File: config.mk
export PLATFORM = sky130hd
export DESIGN_NAME = score_keeper
export DESIGN_NICKNAME = d
export VERILOG_FILES = /design/src/rtl/score_keeper.sv
export SDC_FILE = /design/constraint.sdc
export NUM_CORES = 1
export LEC_CHECK = 0
export CORE_MARGIN = 5
export CORE_UTILIZATION = 60
export DETAILED_ROUTE_END_ITERATION = 10
export PLACE_DENSITY = 0.83
export SYNTH_ARGS = -nofsm -noshare
export SYNTH_HDL_FRONTEND = slang
export SYNTH_SLANG_ARGS = --single-unit
File: constraint.sdc
create_clock -name clk -period 17 [get_ports clk]
set_clock_uncertainty 0.05 [all_clocks]
set_input_delay 3.4 -clock clk [delete_from_list [all_inputs] [get_ports clk]]
set_output_delay 3.4 -clock clk [all_outputs]
set_load 0.1 [all_outputs]
File: src/rtl/score_keeper.sv
// score_keeper: game scoring producer for the on-screen text renderer.
// Keeps a two-digit BCD score and the balls remaining, and runs the
// IDLE/PLAY/OVER game state machine. Hits and misses are gathered in pending
// registers and only committed on frame_tick, so the displayed digits never
// change in the middle of a frame.
//
// Input pulses: start, hit, miss and frame_tick are one-cycle, active-high
// strobes sampled on the rising clock edge. There is no backpressure: a pulse
// is either acted on or ignored (for example, in the wrong state) in its cycle.
module score_keeper #(
  parameter int BALLS  = 3,
  parameter int PEND_W = 2
) (
  input  logic       clk,
  input  logic       reset,
  input  logic       start,
  input  logic       hit,
  input  logic       miss,
  input  logic       frame_tick,
  output logic [3:0] dig0,
  output logic [3:0] dig1,
  output logic [1:0] ball,
  output logic       game_over,
  output logic       playing
);

  typedef enum logic [1:0] {
    IDLE = 2'd0,
    PLAY = 2'd1,
    OVER = 2'd2
  } state_t;

  localparam int              SUM_W      = 8 + PEND_W;
  localparam logic [PEND_W-1:0] PEND_MAX = '1;
  localparam logic [1:0]      BALLS_INIT = 2'(BALLS);

  state_t            state;
  logic [PEND_W-1:0] pend_hits;
  logic              pend_miss;

  // Score arithmetic in binary, then split back into BCD digits. Working in
  // binary keeps the saturation at 99 a single compare, whatever PEND_W is.
  logic [6:0]       score_bin;
  logic [SUM_W-1:0] score_sum;
  logic [6:0]       score_sat;
  logic [3:0]       new_dig0;
  logic [3:0]       new_dig1;

  assign score_bin = 7'({3'b000, dig1} * 7'd10) + {3'b000, dig0};
  assign score_sum = SUM_W'(score_bin) + SUM_W'(pend_hits);
  assign score_sat = (score_sum >= SUM_W'(99)) ? 7'd99 : score_sum[6:0];
  assign new_dig1  = 4'(score_sat / 7'd10);
  assign new_dig0  = 4'(score_sat % 7'd10);

  // Game state machine; every output is registered alongside the state.
  always_ff @(posedge clk) begin
    if (reset) begin
      state     <= IDLE;
      dig0      <= 4'd0;
      dig1      <= 4'd0;
      ball      <= BALLS_INIT;
      game_over <= 1'b0;
      playing   <= 1'b0;
      pend_hits <= '0;
      pend_miss <= 1'b0;
    end else begin
      case (state)
        IDLE, OVER: begin
          // hit, miss and frame_tick are ignored here; only start matters.
          if (start) begin
            state     <= PLAY;
            dig0      <= 4'd0;
            dig1      <= 4'd0;
            ball      <= BALLS_INIT;
            game_over <= 1'b0;
            playing   <= 1'b1;
            pend_hits <= '0;
            pend_miss <= 1'b0;
          end
        end
        PLAY: begin
          if (frame_tick) begin
            dig0 <= new_dig0;
            dig1 <= new_dig1;
            // Events arriving with the tick seed the next frame's pending set.
            pend_hits <= PEND_W'(hit);
            pend_miss <= miss;
            if (pend_miss) begin
              ball <= ball - 2'd1;
              if (ball == 2'd1) begin
                state     <= OVER;
                game_over <= 1'b1;
                playing   <= 1'b0;
              end
            end
          end else begin
            if (hit && (pend_hits != PEND_MAX))
              pend_hits <= pend_hits + PEND_W'(1);
            if (miss)
              pend_miss <= 1'b1;
          end
        end
        default: begin
          state     <= IDLE;
          game_over <= 1'b0;
          playing   <= 1'b0;
        end
      endcase
    end
  end

endmodule
==> impl_metrics.tcl, run 1 <==
set metrics [dict create \
    start_util_pct 60.7 \
    core-area_mm2 0.00298 \
    cts_max_path_buffers 2 \
    path_max_fanout 9 \
    cts_setup_buffers 0 \
    grt_start_max_net_pins 19 \
    cp-start-kind "flop" \
    dieWidth_um 64.9 \
    tightest_slew_ns 0.989 \
    power.share.combinational_pct 23.3 \
    ios 18 \
    wl_um 4440 \
    clock-sinks 16 \
    syn_area_mm2 0.00181 \
    place_hpwl_um 3490 \
    tritoncts "done" \
    area_delta_synth_final_pct 11.6 \
    period_share_pct 37.3 \
    pwr-share-clk_pct 29.6 \
    worstSetupPathType "reg2reg" \
    multi_input_area_mm2 0.00139 \
    synth_edf_count 0 \
    synth.avg_cell_area_um2 7.75 \
    cap_violations 0 \
    ys_seq_elements 16 \
    arrival_ns 6.48 \
    drv_slew 0 \
    grt_pass1_wl_um 7630 \
    firstDrtPassIters 5 \
    yosys_most_used_dff "dfxtp_1" \
    powerDensity_mw_per_mm2 41.6 \
    switching_share_pct 30.6 \
    seq_area_um2 320 \
    synth_area_leaders "dfxtp_1, ha_1, a21oi_1" \
    ir_worst_vdd_v 0.0000567 \
    ctsHoldBuffers 0 \
    netlist_instances 233 \
    yosys-top-cells-count "a21oi_1, nor2_1, dfxtp_1, inv_1, nand2_1" \
    timing_hold_violations_final 0 \
    met3_length_um 200 \
    ant_nets 0 \
    max_freq_mhz 158 \
    intPower_mw 0.0583 \
    yosysTopAreaCell "dfxtp_1" \
    grt_usage_pct 22.3 \
    drive_above_1_share_pct 7.23 \
    cts.clk_slew.worst_paths_ns 0.09 \
    yosysUniqueCellTypes 65 \
    seqPwrFrac_pct 47.1 \
    cts-root-buf "clkbuf_4" \
    place.gp.congestion 0.916 \
    clk_latency_ns 0.28 \
    die_y_um 64.9 \
    vias_per_cell 6.49 \
    via_count 1831 \
    hold_class "reg2reg" \
    dp.cells 278 \
    grt_antenna_before_repair 0 \
    wl_per_cell_um 15.7 \
    cp-end-kind "flop" \
    die_area_mm2 0.00421 \
    rsz0062_at_grt "false" \
    cts_resized 0 \
    ys_warn_count 0 \
    required_ns 17.14 \
    grt-ovfl-total 0 \
    run_status "finished clean" \
    synth_top_area_share_pct 17.7 \
    slew_headroom_pct 33.8 \
    drtIter0Drc 164 \
    synth_seq_area_share_pct 17.7 \
    p_sw_mw 0.0257 \
    async_flop_share_pct 0 \
    row_count 20 \
    drcViolationCount 0 \
    cts_buffers 3 \
    post-route-min-period_ns 6.34 \
    holdWs_ns 0.439 \
    synth_nets 256 \
    wl_met1_um 2060 \
    leakagePower_nw 0.825 \
    top_layer_used "met4" \
    n_fill_cell 255 \
    setup_violations 0 \
    synth_most_common_cell "a21oi_1" \
    io_buffers 17 \
    fin_setup_tns_ns 0 \
    wl_met2_um 2080 \
    stdcell_count 282 \
    nNetsFinal 273 \
    grt_pass1_vias 1719 \
    htreeDepth 1 \
    antenna_cells 0 \
]
-- cells by family after synthesis --
family	count (synthesis)	synth area share, %
flip-flops	16	17.7
XOR/XNOR	9	4.78
adder cells (fa/ha/maj)	18	13.6
AND/OR/NAND/NOR	90	26.7
multiplexers	4	2.56
AO/OA/AOI/OAI	75	29.1
buffers and inverters	21	5.61
-- state kept, by name, indices dropped and copies added (netlist names) --
signal / flops
state: 2
dig1: 4
playing: 1
pend_hits: 2
ball: 2
dig0: 4
pend_miss: 1
-- area by class of cell --
class	count	area share [%]
Sequential cell	16	15.9
Tap cell	33	2.05
Clock buffer	4	1.80
Timing Repair Buffer	18	8.81
Inverter	15	2.79
Multi-Input combinational cell	196	68.7
-- layout by cell type (no fill, tap or decap), drive strengths merged, types with 3 or more instances in the layout --
| master | count |
|---|---|
| and2 | 5 |
| a21oi | 22 |
| nand3 | 12 |
| xor2 | 4 |
| fa | 3 |
| o21a | 3 |
| and3 | 4 |
| a21o | 4 |
| o31ai | 3 |
| nand2 | 15 |
| nand2b | 5 |
| or3 | 4 |
| nand4 | 6 |
| nor2 | 19 |
| clkdlybuf4s50 | 17 |
| nor3 | 7 |
| o211a | 3 |
| o21ai | 9 |
| xnor2 | 5 |
| clkbuf | 4 |
| o311ai | 3 |
| or4 | 3 |
| ha | 14 |
| dfxtp | 16 |
| inv | 15 |
-- layer usage --
metal	global-route usage (%)	vias up
met1	29.4	848
met3	3.99	10
met5	0	-
li1	-	921
met4	7.12	0
met2	36.5	52
-- worst paths after layout --
path                            cells after the start  slack [ns]     from       to
worst min register to register                      2        0.44  playing  playing
worst max register to register                     24       10.66  dig1[3]  dig0[1]
worst min-delay path                                2        0.44  playing  playing
worst max-delay path                               24       10.66  dig1[3]  dig0[1]
-- power by group through the flow --
stage	registers, mW	clock network (mW)	logic (mW)
after detailed placement	0.0404	0	0.0193
final	0.0395	0.0249	0.0196
after floorplan	0.0437	0	0.0116
after global placement	0.0403	0	0.0192
after global routing	0.0398	0.0277	0.0214
after CTS	0.0395	0.0263	0.0194
-- critical path: stages (launching register included) --
cell,delay (ns)
dfxtp_1,0.47
ha_1,0.28
ha_1,0.19
inv_1,0.07
fa_1,0.47
nand2b_1,0.20
a21oi_1,0.24
xnor2_1,0.34
a21oi_1,0.19
ha_1,0.28
a21o_1,0.18
a311o_1,0.38
a21o_1,0.25
ha_1,0.23
a41oi_1,0.29
and3_1,0.23
a41oi_1,0.09
nand4_1,0.19
a31o_2,0.21
and2_2,0.16
ha_1,0.20
and3b_1,0.19
mux2_4,0.28
or4_1,0.48
o311ai_1,0.08
-- metrics by stage --
stage | utilization, % | instance area, um^2 | power, mW | setup slack [ns]
floorplan | - | 1810 | 0.0554 | 10.55
global placement | 66.5 | 1980 | 0.0595 | 10.95
detailed placement | 66.5 | 1980 | 0.0596 | 10.71
CTS | 67.7 | 2020 | 0.0852 | 10.68
global route | 67.7 | 2020 | 0.0888 | 10.22
finish | 67.7 | 2020 | 0.0840 | 10.66
(Power assumes the default switching activity.)
==> run 2, diff against run 1 <==
--- a/config.mk
+++ b/config.mk
@@ -6,9 +6,9 @@
 export NUM_CORES = 1
 export LEC_CHECK = 0
 export CORE_MARGIN = 5
-export CORE_UTILIZATION = 60
+export CORE_UTILIZATION = 52
 export DETAILED_ROUTE_END_ITERATION = 10
-export PLACE_DENSITY = 0.83
+export PLACE_DENSITY = 0.77
 export SYNTH_ARGS = -nofsm -noshare
 export SYNTH_HDL_FRONTEND = slang
 export SYNTH_SLANG_ARGS = --single-unit
==> constraint.sdc (replaced) <==
create_clock -name clk -period 5.7 [get_ports clk]
set_clock_uncertainty 0.05 [all_clocks]
set_input_delay 1.14 -clock clk [delete_from_list [all_inputs] [get_ports clk]]
set_output_delay 1.14 -clock clk [all_outputs]
set_load 0.1 [all_outputs]
==> run 2 against run 1 <==
Core utilization grew 0.87 points. Clock power grew to 3.0 times the previous value. Sequential share of layout area shrank 1.1 points. Critical path depth is the same. Total power grew to 3.1 times the previous value. Final cell count grew 9.6%. Combinational power grew to 3.3 times the previous value. Worst hold slack lost 0.0034 ns. Critical endpoint unchanged. Worst setup slack lost 10 ns. Largest power group unchanged. Routed wire length grew 5.8%.
==> impl_metrics.tcl, run 2 (synthesis gave the netlist of run 1 again) <==
set metrics [dict create \
    grt_usage_pct 21.2 \
    dp.cells 302 \
    cp-start-kind "flop" \
    drive_above_1_share_pct 22.8 \
    powerDensity_mw_per_mm2 111 \
    drv_slew 0 \
    grt_pass1_vias 1742 \
    wl_per_cell_um 15.2 \
    nNetsFinal 287 \
    area_delta_synth_final_pct 27.7 \
    stdcell_count 309 \
    layout_common_cells "nor2_1, a21oi_1, clkdlybuf4s50_1" \
    rsz0062_at_grt "false" \
    ir_worst_vdd_v 0.000115 \
    path_max_fanout 5 \
    dieWidth_um 68.9 \
    clock-sinks 16 \
    critPathBufInv 1 \
    cts_buffers 3 \
    placement.cell_area_mm2 0.00214 \
    grt_start_max_net_pins 19 \
    met3_length_um 229 \
    cts.clk_slew.worst_paths_ns 0.09 \
    tightest_slew_ns 0.989 \
    setup_violations 0 \
    max_freq_mhz 184 \
    run_status "finished clean" \
    cp-end-kind "flop" \
    crit_path_top_delay_cell "fa_2" \
    htreeDepth 1 \
    antenna_cells 0 \
    vias_per_cell 6.05 \
    wl_met1_um 2210 \
    crit_family "compound AO/OA/AOI/OAI gates" \
    io_buffers 17 \
    clk_latency_ns 0.29 \
    hold_class "reg2reg" \
    cts_max_path_buffers 2 \
    firstDrtPassIters 4 \
    min_from "dig0[0]" \
    wl_met2_um 2230 \
    p_sw_mw 0.0798 \
    fin_util_pct 68.6 \
    intPower_mw 0.177 \
    final_common_cell "nor2_1" \
    cap_violations 0 \
    wl_um 4690 \
    tritoncts "done" \
    switching_share_pct 31.1 \
    period_share_pct 95.5 \
    ant_nets 0 \
    grt_pass1_wl_um 7840 \
    via_count 1868 \
    cts-root-buf "clkbuf_4" \
    cp_cell_sequence "ha_4 -> ha_2 -> inv_1 -> fa_2 -> a21boi_4 -> o2bb2ai_4 -> or4_4 -> nand2_2 -> ha_4 -> a21o_1 -> a311o_1 -> a21o_1 -> ha_2 -> a41oi_2 -> and3_4 -> a41oi_1 -> nand4_1 -> a31o_2 -> and2_2 -> ha_2 -> and3b_1 -> mux2_4 -> or4_1 -> o311ai_1" \
    grt_antenna_before_repair 0 \
    power.share.combinational_pct 25.1 \
    ios 18 \
    place_hpwl_um 3630 \
    fin_area_mm2 0.00231 \
    slew_headroom_pct 33.9 \
    pwr-share-clk_pct 29.5 \
    seqPwrFrac_pct 45.4 \
    place.gp.congestion 0.882 \
    max_stage_delay_ns 0.56 \
    worstSetupPathType "reg2reg" \
    drtIter0Drc 152 \
    start_util_pct 53.7 \
    post-route-min-period_ns 5.44 \
    fin_setup_tns_ns 0 \
    top_layer_used "met4" \
    drcViolationCount 0 \
    leakagePower_nw 0.935 \
    die_y_um 68.9 \
    die_area_mm2 0.00475 \
    row_count 21 \
    grt-ovfl-total 0 \
    reg.largest.list "dig0 (4), dig1 (4)" \
    r2r-start "dig1[3]" \
    arrival_ns 5.59 \
    n_fill_cell 292 \
    core-area_mm2 0.00336 \
    cp-startpoint "dig1[3]" \
    cpMostUsedCell "ha_2" \
    timing_hold_violations_final 0 \
    required_ns 5.85 \
]
## run 2: path summary, 6_finish.rpt
kind	endpoint	slack, ns	cells past startpoint
setup reg to reg	dig0[1]	0.26	24
hold reg to reg	dig0[0]	0.44	2
setup / recovery	dig0[1]	0.26	24
hold / removal	dig0[0]	0.44	2
## run 2: what timing repair did
action	in CTS	in global routing
pin swaps	0	3
hold buffers	0	0
gates resized for setup	1	23
endpoints found under the setup margin	1	3
buffers inserted	0	3
## run 2: layout make-up
cell class | instances | area [um^2] | share of cell area [%]
clock buffers | 4 | 36.3 | 1.57
inverters | 15 | 56.3 | 2.44
multi-input cells | 196 | 1530 | 66.5
flip-flops and latches | 16 | 340 | 14.8
well taps | 46 | 57.6 | 2.49
repair buffers | 32 | 283 | 12.3
## run 2: power groups by stage
stage                     sequential [mW]  clock (mW)  combinational (mW)
final                               0.116      0.0756              0.0643
after global routing                0.117      0.0818              0.0701
after floorplan                     0.129           0              0.0352
after CTS                           0.116      0.0774              0.0607
after global placement              0.119           0              0.0602
after detailed placement            0.119           0              0.0603
## run 2: worst reg2reg max path, cell delays in order, from the launching register on
cell       delay (ns)
dfxtp_4          0.39
ha_4             0.26
ha_2             0.15
inv_1            0.04
fa_2             0.56
a21boi_4         0.23
o2bb2ai_4        0.16
or4_4            0.18
nand2_2          0.06
ha_4             0.18
a21o_1           0.17
a311o_1          0.39
a21o_1           0.20
ha_2             0.19
a41oi_2          0.23
and3_4           0.22
a41oi_1          0.06
nand4_1          0.12
a31o_2           0.16
and2_2           0.14
ha_2             0.19
and3b_1          0.18
mux2_4           0.28
or4_1            0.47
o311ai_1         0.08
## run 2: per-layer routing
metal	track usage, %	vias up
li1	-	948
met3	3.08	2
met5	0	-
met2	35.5	56
met4	3.65	0
met1	29.0	862
## run 2: stage by stage
stage	setup WS, ns	hold WS (ns)	power, mW
floorplan	0.00798	0.415	0.164
global placement	0.0825	0.418	0.179
detailed placement	-0.0237	0.427	0.179
CTS	0.0270	0.438	0.254
global route	0.00291	0.476	0.269
finish	0.257	0.435	0.256
